$ cat src/rtl/fifo_fwft_thresh.sv
// fifo_fwft_thresh: first-word-fall-through FIFO with threshold flags.
// Capacity is 2^ADDR_WIDTH entries. That is a (DEPTH-1)-entry RAM with a
// synchronous read, plus the registered output stage. The output register
// doubles as the RAM read register, so a pop refills the head with no bubble.
// Optional macro FIFO_FWFT_STATS_EN adds push_total / pop_total counters.
module fifo_fwft_thresh #(
  parameter int DATA_WIDTH = 4,
  parameter int ADDR_WIDTH = 8,
  parameter int AF_THRESH  = (1 << ADDR_WIDTH) - 2,
  parameter int AE_THRESH  = 2
) (
  input  logic                  clk,
  input  logic                  reset,
  input  logic                  push,
  input  logic                  pop,
  input  logic [DATA_WIDTH-1:0] data_in,
  output logic [DATA_WIDTH-1:0] data_out,
  output logic                  empty,
  output logic                  full,
  output logic                  almost_full,
  output logic                  almost_empty,
  output logic [ADDR_WIDTH:0]   fifo_count,
  output logic                  overflow,
  output logic                  underflow
`ifdef FIFO_FWFT_STATS_EN
  ,
  output logic [31:0]           push_total,
  output logic [31:0]           pop_total
`endif
);

  localparam int DEPTH     = 1 << ADDR_WIDTH;
  localparam int RAM_DEPTH = DEPTH - 1;
  localparam int CW        = ADDR_WIDTH + 1;

  localparam logic [CW-1:0]         CNT_FULL = CW'(DEPTH);
  localparam logic [CW-1:0]         CNT_AF   = CW'(AF_THRESH);
  localparam logic [CW-1:0]         CNT_AE   = CW'(AE_THRESH);
  localparam logic [CW-1:0]         CNT_ONE  = CW'(1);
  localparam logic [ADDR_WIDTH-1:0] PTR_LAST = ADDR_WIDTH'(RAM_DEPTH - 1);
  localparam logic [ADDR_WIDTH-1:0] PTR_ONE  = ADDR_WIDTH'(1);

  logic [DATA_WIDTH-1:0] mem [RAM_DEPTH];
  logic [ADDR_WIDTH-1:0] rd_ptr;
  logic [ADDR_WIDTH-1:0] wr_ptr;

  logic          push_ok;
  logic          pop_ok;
  logic          ram_empty;
  logic          load_out;
  logic          ram_rd;
  logic          bypass;
  logic          ram_wr;
  logic [CW-1:0] count_nx;

  // Pointers wrap modulo DEPTH-1, the number of RAM entries.
  function automatic logic [ADDR_WIDTH-1:0] ptr_inc(input logic [ADDR_WIDTH-1:0] p);
    return (p == PTR_LAST) ? '0 : p + PTR_ONE;
  endfunction

  // Accept/route decisions. The head is always valid whenever count >= 1,
  // so the RAM is empty exactly when count <= 1.
  always_comb begin
    push_ok   = push & ~full;
    pop_ok    = pop & ~empty;
    ram_empty = (fifo_count <= CNT_ONE);
    load_out  = empty | pop_ok;
    ram_rd    = load_out & ~ram_empty;
    bypass    = load_out & ram_empty & push_ok;
    ram_wr    = push_ok & ~bypass;
    count_nx  = fifo_count;
    case ({push_ok, pop_ok})
      2'b10:   count_nx = fifo_count + CNT_ONE;
      2'b01:   count_nx = fifo_count - CNT_ONE;
      default: count_nx = fifo_count;
    endcase
  end

  // RAM write port. Writes are blocked during reset, but the contents are not cleared.
  always_ff @(posedge clk) begin
    if (!reset && ram_wr)
      mem[wr_ptr] <= data_in;
  end

  // Output register, pointers, count, flags and sticky error bits.
  always_ff @(posedge clk) begin
    if (reset) begin
      data_out     <= '0;
      rd_ptr       <= '0;
      wr_ptr       <= '0;
      empty        <= 1'b1;
      full         <= 1'b0;
      almost_full  <= 1'b0;
      almost_empty <= 1'b1;
      fifo_count   <= '0;
      overflow     <= 1'b0;
      underflow    <= 1'b0;
    end else begin
      if (ram_rd) begin
        data_out <= mem[rd_ptr];
        rd_ptr   <= ptr_inc(rd_ptr);
      end else if (bypass) begin
        data_out <= data_in;
      end
      if (ram_wr)
        wr_ptr <= ptr_inc(wr_ptr);
      if (load_out)
        empty <= ~(ram_rd | bypass);
      fifo_count   <= count_nx;
      full         <= (count_nx == CNT_FULL);
      almost_full  <= (count_nx >= CNT_AF);
      almost_empty <= (count_nx <= CNT_AE);
      if (push && full)
        overflow <= 1'b1;
      if (pop && empty)
        underflow <= 1'b1;
    end
  end

`ifdef FIFO_FWFT_STATS_EN
  // Free-running totals of accepted transfers, wrapping at 2^32.
  always_ff @(posedge clk) begin
    if (reset) begin
      push_total <= '0;
      pop_total  <= '0;
    end else begin
      if (push_ok)
        push_total <= push_total + 32'd1;
      if (pop_ok)
        pop_total <= pop_total + 32'd1;
    end
  end
`endif

endmodule

$ cat config.mk
export PLATFORM = sky130hd
export DESIGN_NAME = fifo_fwft_thresh
export DESIGN_NICKNAME = d
export VERILOG_FILES = /design/src/rtl/fifo_fwft_thresh.sv
export SDC_FILE = /design/constraint.sdc
export NUM_CORES = 1
export LEC_CHECK = 0
export CAP_MARGIN = 20
export CORE_MARGIN = 2
export CORE_UTILIZATION = 55
export CTS_CLUSTER_DIAMETER = 80
export DETAILED_ROUTE_END_ITERATION = 6
export DONT_BUFFER_PORTS = 1
export PLACE_DENSITY = 0.77
export SETUP_SLACK_MARGIN = 0.2
export SLEW_MARGIN = 20
export SYNTH_ARGS = -nofsm -noshare
export SYNTH_HDL_FRONTEND = slang
export SYNTH_SLANG_ARGS = --single-unit
$ cat constraint.sdc
create_clock -name clk -period 3.7 [get_ports clk]
set_input_delay 0.555 -clock clk [delete_from_list [all_inputs] [get_ports clk]]
set_output_delay 0.555 -clock clk [all_outputs]
set_load 0.01 [all_outputs]
# Word level (Yosys, flattened, before mapping)
# Memory sizes are Yosys's and may differ from the RTL's. A register that Yosys moved wholly into a read port is not among the register bits.
# Index checks and enable logic that the tools add are counted.
# word_totals
ff_bits	35
ramBits	1020
in_bits	8
output_inout_bits	19
wordCells	50
memories	1
# classes
n_addsub	4
magnitude_cmp	3
eq_ne	5
n_mux	9
n_bitwise	13
reduce_logical	5
# mem_list
name	depth	width	rd	rd_clocked_by_memory_dff	wr	line_no	source
mem	255	4	1	1	1	43	logic [DATA_WIDTH-1:0] mem [RAM_DEPTH];
# ops
op	n
$mux W8	4
$pmux W9 S2	1
$add A8 B1 Y8 const B	2
$eq A8 B8 Y1 const B	2
$add A9 B1 Y9 const B	1
$eq A9 B9 Y1 const B	1
$ge A9 B8 Y1 const B	1
$le A9 B1 Y1 const B	1
$le A9 B2 Y1 const B	1
$sub A9 B1 Y9 const B	1
$mux W4	2
$and A1 B1 Y1	6
$not A1 Y1	5
$logic_and A1 B1 Y1	3
$eq A2 B1 Y1 const B	1
$eq A2 B2 Y1 const B	1
$mux W1	2
$or A1 B1 Y1	2
$reduce_bool A2 Y1	1
$logic_not A1 Y1	1

# Longest topological paths before layout
# Gate-level depths: netlist (run 1).
# logic_depth
word_depth	10
depth_mapped	13
ltp_nobuf	10

# Least setup slack after synthesis (run 1)
# Ideal clock, no wire load.
# synth_timing
kind	register -> register
start	register fifo_count[1]
end	memory mem[197][0], enable pin
setup_ns	0.329
arrival_time_ns	2.378
required_time_ns	3.371
path_slack_ns	0.992
stages_incl_launch_ff	11
n_path_buf	2
synth_period_minus_slack_ns	2.708
path_cell_list	dfxtp_1 -> inv_1 -> ha_1 -> o21bai_1 -> nand4b_1 -> o21ai_1 -> buf_2 -> nor4_1 -> nand3_1 -> buf_2 -> nor2_1
# synth_between
elab_chain_cells	8
# synth_rtl
element	line_no	source
start, declared	22	output logic [ADDR_WIDTH:0] fifo_count,
start signal, assigned	109	fifo_count <= count_nx;
$le A9 B1 Y1	66	ram_empty = (fifo_count <= CNT_ONE);
$and A1 B1 Y1 (2 in a row)	69	bypass = load_out & ram_empty & push_ok;
$not A1 Y1	70	ram_wr = push_ok & ~bypass;
$and A1 B1 Y1	70	
$logic_and A1 B1 Y1	81	if (!reset && ram_wr)
$mux W1	81	
$mux W1 (implied by the code)	82	mem[wr_ptr] <= data_in;
end, declared	43	
# Every way passes these cells.

==> results of run 1 <==
[worst max-delay path, stage by stage, from the launching register on]
cell and delay [ns]:
dfxtp_4 0.75, buf_4 0.33, nand2b_1 0.11, buf_4 0.21, o221ai_1 0.27, o21a_1 0.19, a31oi_1 0.11, o41ai_2 0.63
a2111oi_2 0.11, buf_4 0.20, a2111oi_2 0.34
[registers in the layout, indices dropped and copies added (netlist names), named ones only]
| name | count |
|---|---|
| almost_empty | 1 |
| rd_ptr | 8 |
| empty | 1 |
| fifo_count | 9 |
| wr_ptr | 8 |
| underflow | 1 |
| almost_full | 1 |
| data_out | 4 |
| overflow | 1 |
| mem | 1020 |
| full | 1 |
[through the flow]
| stage | instances | instance area (sq um) | setup WS, ns |
|---|---|---|---|
| 2_1_floorplan | 2282 | 42900 | 0.992 |
| 3_3_place_gp | 3273 | 44000 | 0.321 |
| 3_5_place_dp | 3273 | 44000 | 0.289 |
| 4_1_cts | 3464 | 47400 | 0.233 |
| 5_1_grt | 3465 | 47500 | 0.267 |
| 6_report | 3467 | 47500 | 0.317 |
[area by class of cell]
class	instances	area (sq um)	share of cell area [%]
antenna	2	5.00	0.0105
clock inverter	60	571	1.20
multi-input combinational	1064	10500	22.0
inverter	15	56.3	0.118
sequential	1063	31500	66.3
timing repair buffer	95	886	1.86
clock buffer	128	2740	5.76
tap	1040	1300	2.74
[cells by family after synthesis]
| group | share of synthesized area [%] |
|---|---|
| compound gates | 3.49 |
| xor+xnor | 0.245 |
| fa+ha+maj | 0.321 |
| buf+inv | 2.53 |
| flops | 73.4 |
| mux | 14.7 |
| simple gates | 5.33 |
[power breakdown]
group / internal (W) / leakage, nW / switching, W
Clock: 0.00593 / 1.60 / 0.00438
Sequential: 0.0132 / 9.52 / 0.000170
Combinational: 0.00176 / 3.25 / 0.00182
Total: 0.0209 / 14.4 / 0.00636
[layout by cell type, fill, tap and decap left out, types with 8 or more instances in the layout]
master	instances
a31oi_1	9
clkinv_2	18
nor3_1	17
buf_4	78
bufinv_16	10
clkinv_1	20
nand3_1	26
a22oi_1	30
nand2_1	62
nand2b_1	8
o22ai_1	22
mux2i_1	62
and3_1	9
buf_12	13
o211ai_1	10
ha_1	11
dfxtp_1	38
nand2_2	11
nor2_2	45
nor2b_1	18
a211oi_1	14
clkbuf_16	106
edfxtp_1	1020
nor2_1	273
o21ai_0	28
clkbuf_1	22
and2_1	12
o221ai_1	15
mux4_2	195
mux4_1	47
a21oi_1	30
inv_1	14
[path summary, 6_finish.rpt]
path | depth (start not counted) | to | from
max reg2reg | 10 | data_out[1] | flip-flop
min | 0 | mem[30][1] | data_in[1]
max | 10 | data_out[1] | flip-flop
min reg2reg | 2 | wr_ptr[1] | wr_ptr[1]
[routing by layer]
metal | global-route usage, % | vias up | part of all wire, %
li1 | - | 9354 | -
met1 | 34.3 | 11700 | 36
met2 | 41.5 | 1492 | 49
met3 | 5.76 | 257 | 11
met4 | 10.7 | 0 | 4.2
met5 | 0 | - | 0
[what timing repair did]
item | 4_1_cts | 5_1_grt
hold buffers | 3 | 1
setup buffers | 0 | 0
setup endpoints to repair | 0 | 384
endpoints found under the hold margin | 24 | 2
resized for setup | 0 | 51
==> flow_summary.toml, run 1 <==
[status]
outcome = "complete, no violations"

[timing]
period_share_pct = 91.4
drv_slew = 0
finalSetupViolCount = 0
hold_viol = 0
fin_worst_skew_ns = 0.0227
min_period_ns = 3.38
slew_headroom_pct = 24.9
worst_pin_slew_ns = 1.12
fmax_mhz = 296
fin_hold_ws_ns = 0.0424
tns_ns = 0
rsz0062_at_grt = "false"

[global_routing]
grt_pass1_vias = 23100
grt_antenna_before_repair = 2
grt_pass1_wl_um = 152000
grt_usage_pct = 25.7
grt_max_degree = 257
overflow = 0

[detailed_routing]
viasPerCell = 6.59
firstDrtPassIters = 5
vias = 22800
first_iter_violations = 2845
detail_route.wl_per_cell_um = 29.7
detail-route-antenna-nets = 0
drc = 0
wirelength_um = 103000

[die]
core_area_sq_um = 77300
num_rows = 102
die_h_um = 283
io_pins = 27
start_util_pct = 55.5
die_x_um = 283
die_area_sq_um = 80200

[place]
dpl.hpwl_um = 60200
routabilityCongestion = 0.914
portBuffers = 0

[setup_path]
rrSetupSlack_ns = 0.32
cp_max_fo = 25
worstPathArrival_ns = 3.92
critPathKind = "reg2reg"
critPathCaptureType = "flip-flop"
cp.required_ns = 4.24
startpoint_type = "flip-flop"

[finish]
nets = 2361
drive_gt1_share_pct = 21.2
utilization_pct = 61.4
syn2layout_area_growth_pct = 10.8
nFillCells = 5184

[synthesis]
synth_commonest_cells = "1020 x edfxtp_1, 318 x nor2_1, 195 x mux4_2, 73 x nand2_1, 62 x mux2i_1"
yosys.area.top_type = "edfxtp_1"
synthDominantCellAreaShare_pct = 71.4
synth_area_sq_um = 42900
synth_cells = 2282
ys_seq_area_share_pct = 73.4
syn_area_per_cell_sq_um = 18.8
synth-async-reset-ratio_pct = 0
synth_seq_cells = 1063
synth_nets = 2301
ys.warnings.count = 0
synth-edff-count = 1020
synth_area_leaders = "edfxtp_1 71%, mux4_2 10%, mux4_1 2.9%"
ys_types = 72
synthFlopType = "edfxtp_1"
yosysMostFrequentCell = "edfxtp_1"

[cts]
insertion_delay_ns = 0.66
clk_pin_slew_ns = 0.06
cts_buffers = 103
cts_sinks = 1063
clockRootBuffer = "clkbuf_16"
clockBufferDepth = 3
cts_tree = "built"
htree_levels = 3

[run]
cap_violations = 0

[pwr]
total_power_w = 0.0273
max-vdd-ir-drop_uv = 337
power_density_nw_per_um2 = 574
power_leakage_nw = 14.4

[hold_path]
hp-class = "in2reg"
Note: power is estimated with default switching activity, not from simulation.
==> inputs of run 2 (changes only) <==
CAP_MARGIN = not set   (was 20)
==> results of run 2 <==
No change in the layout: final DEF, timing and power equal those of run 1.
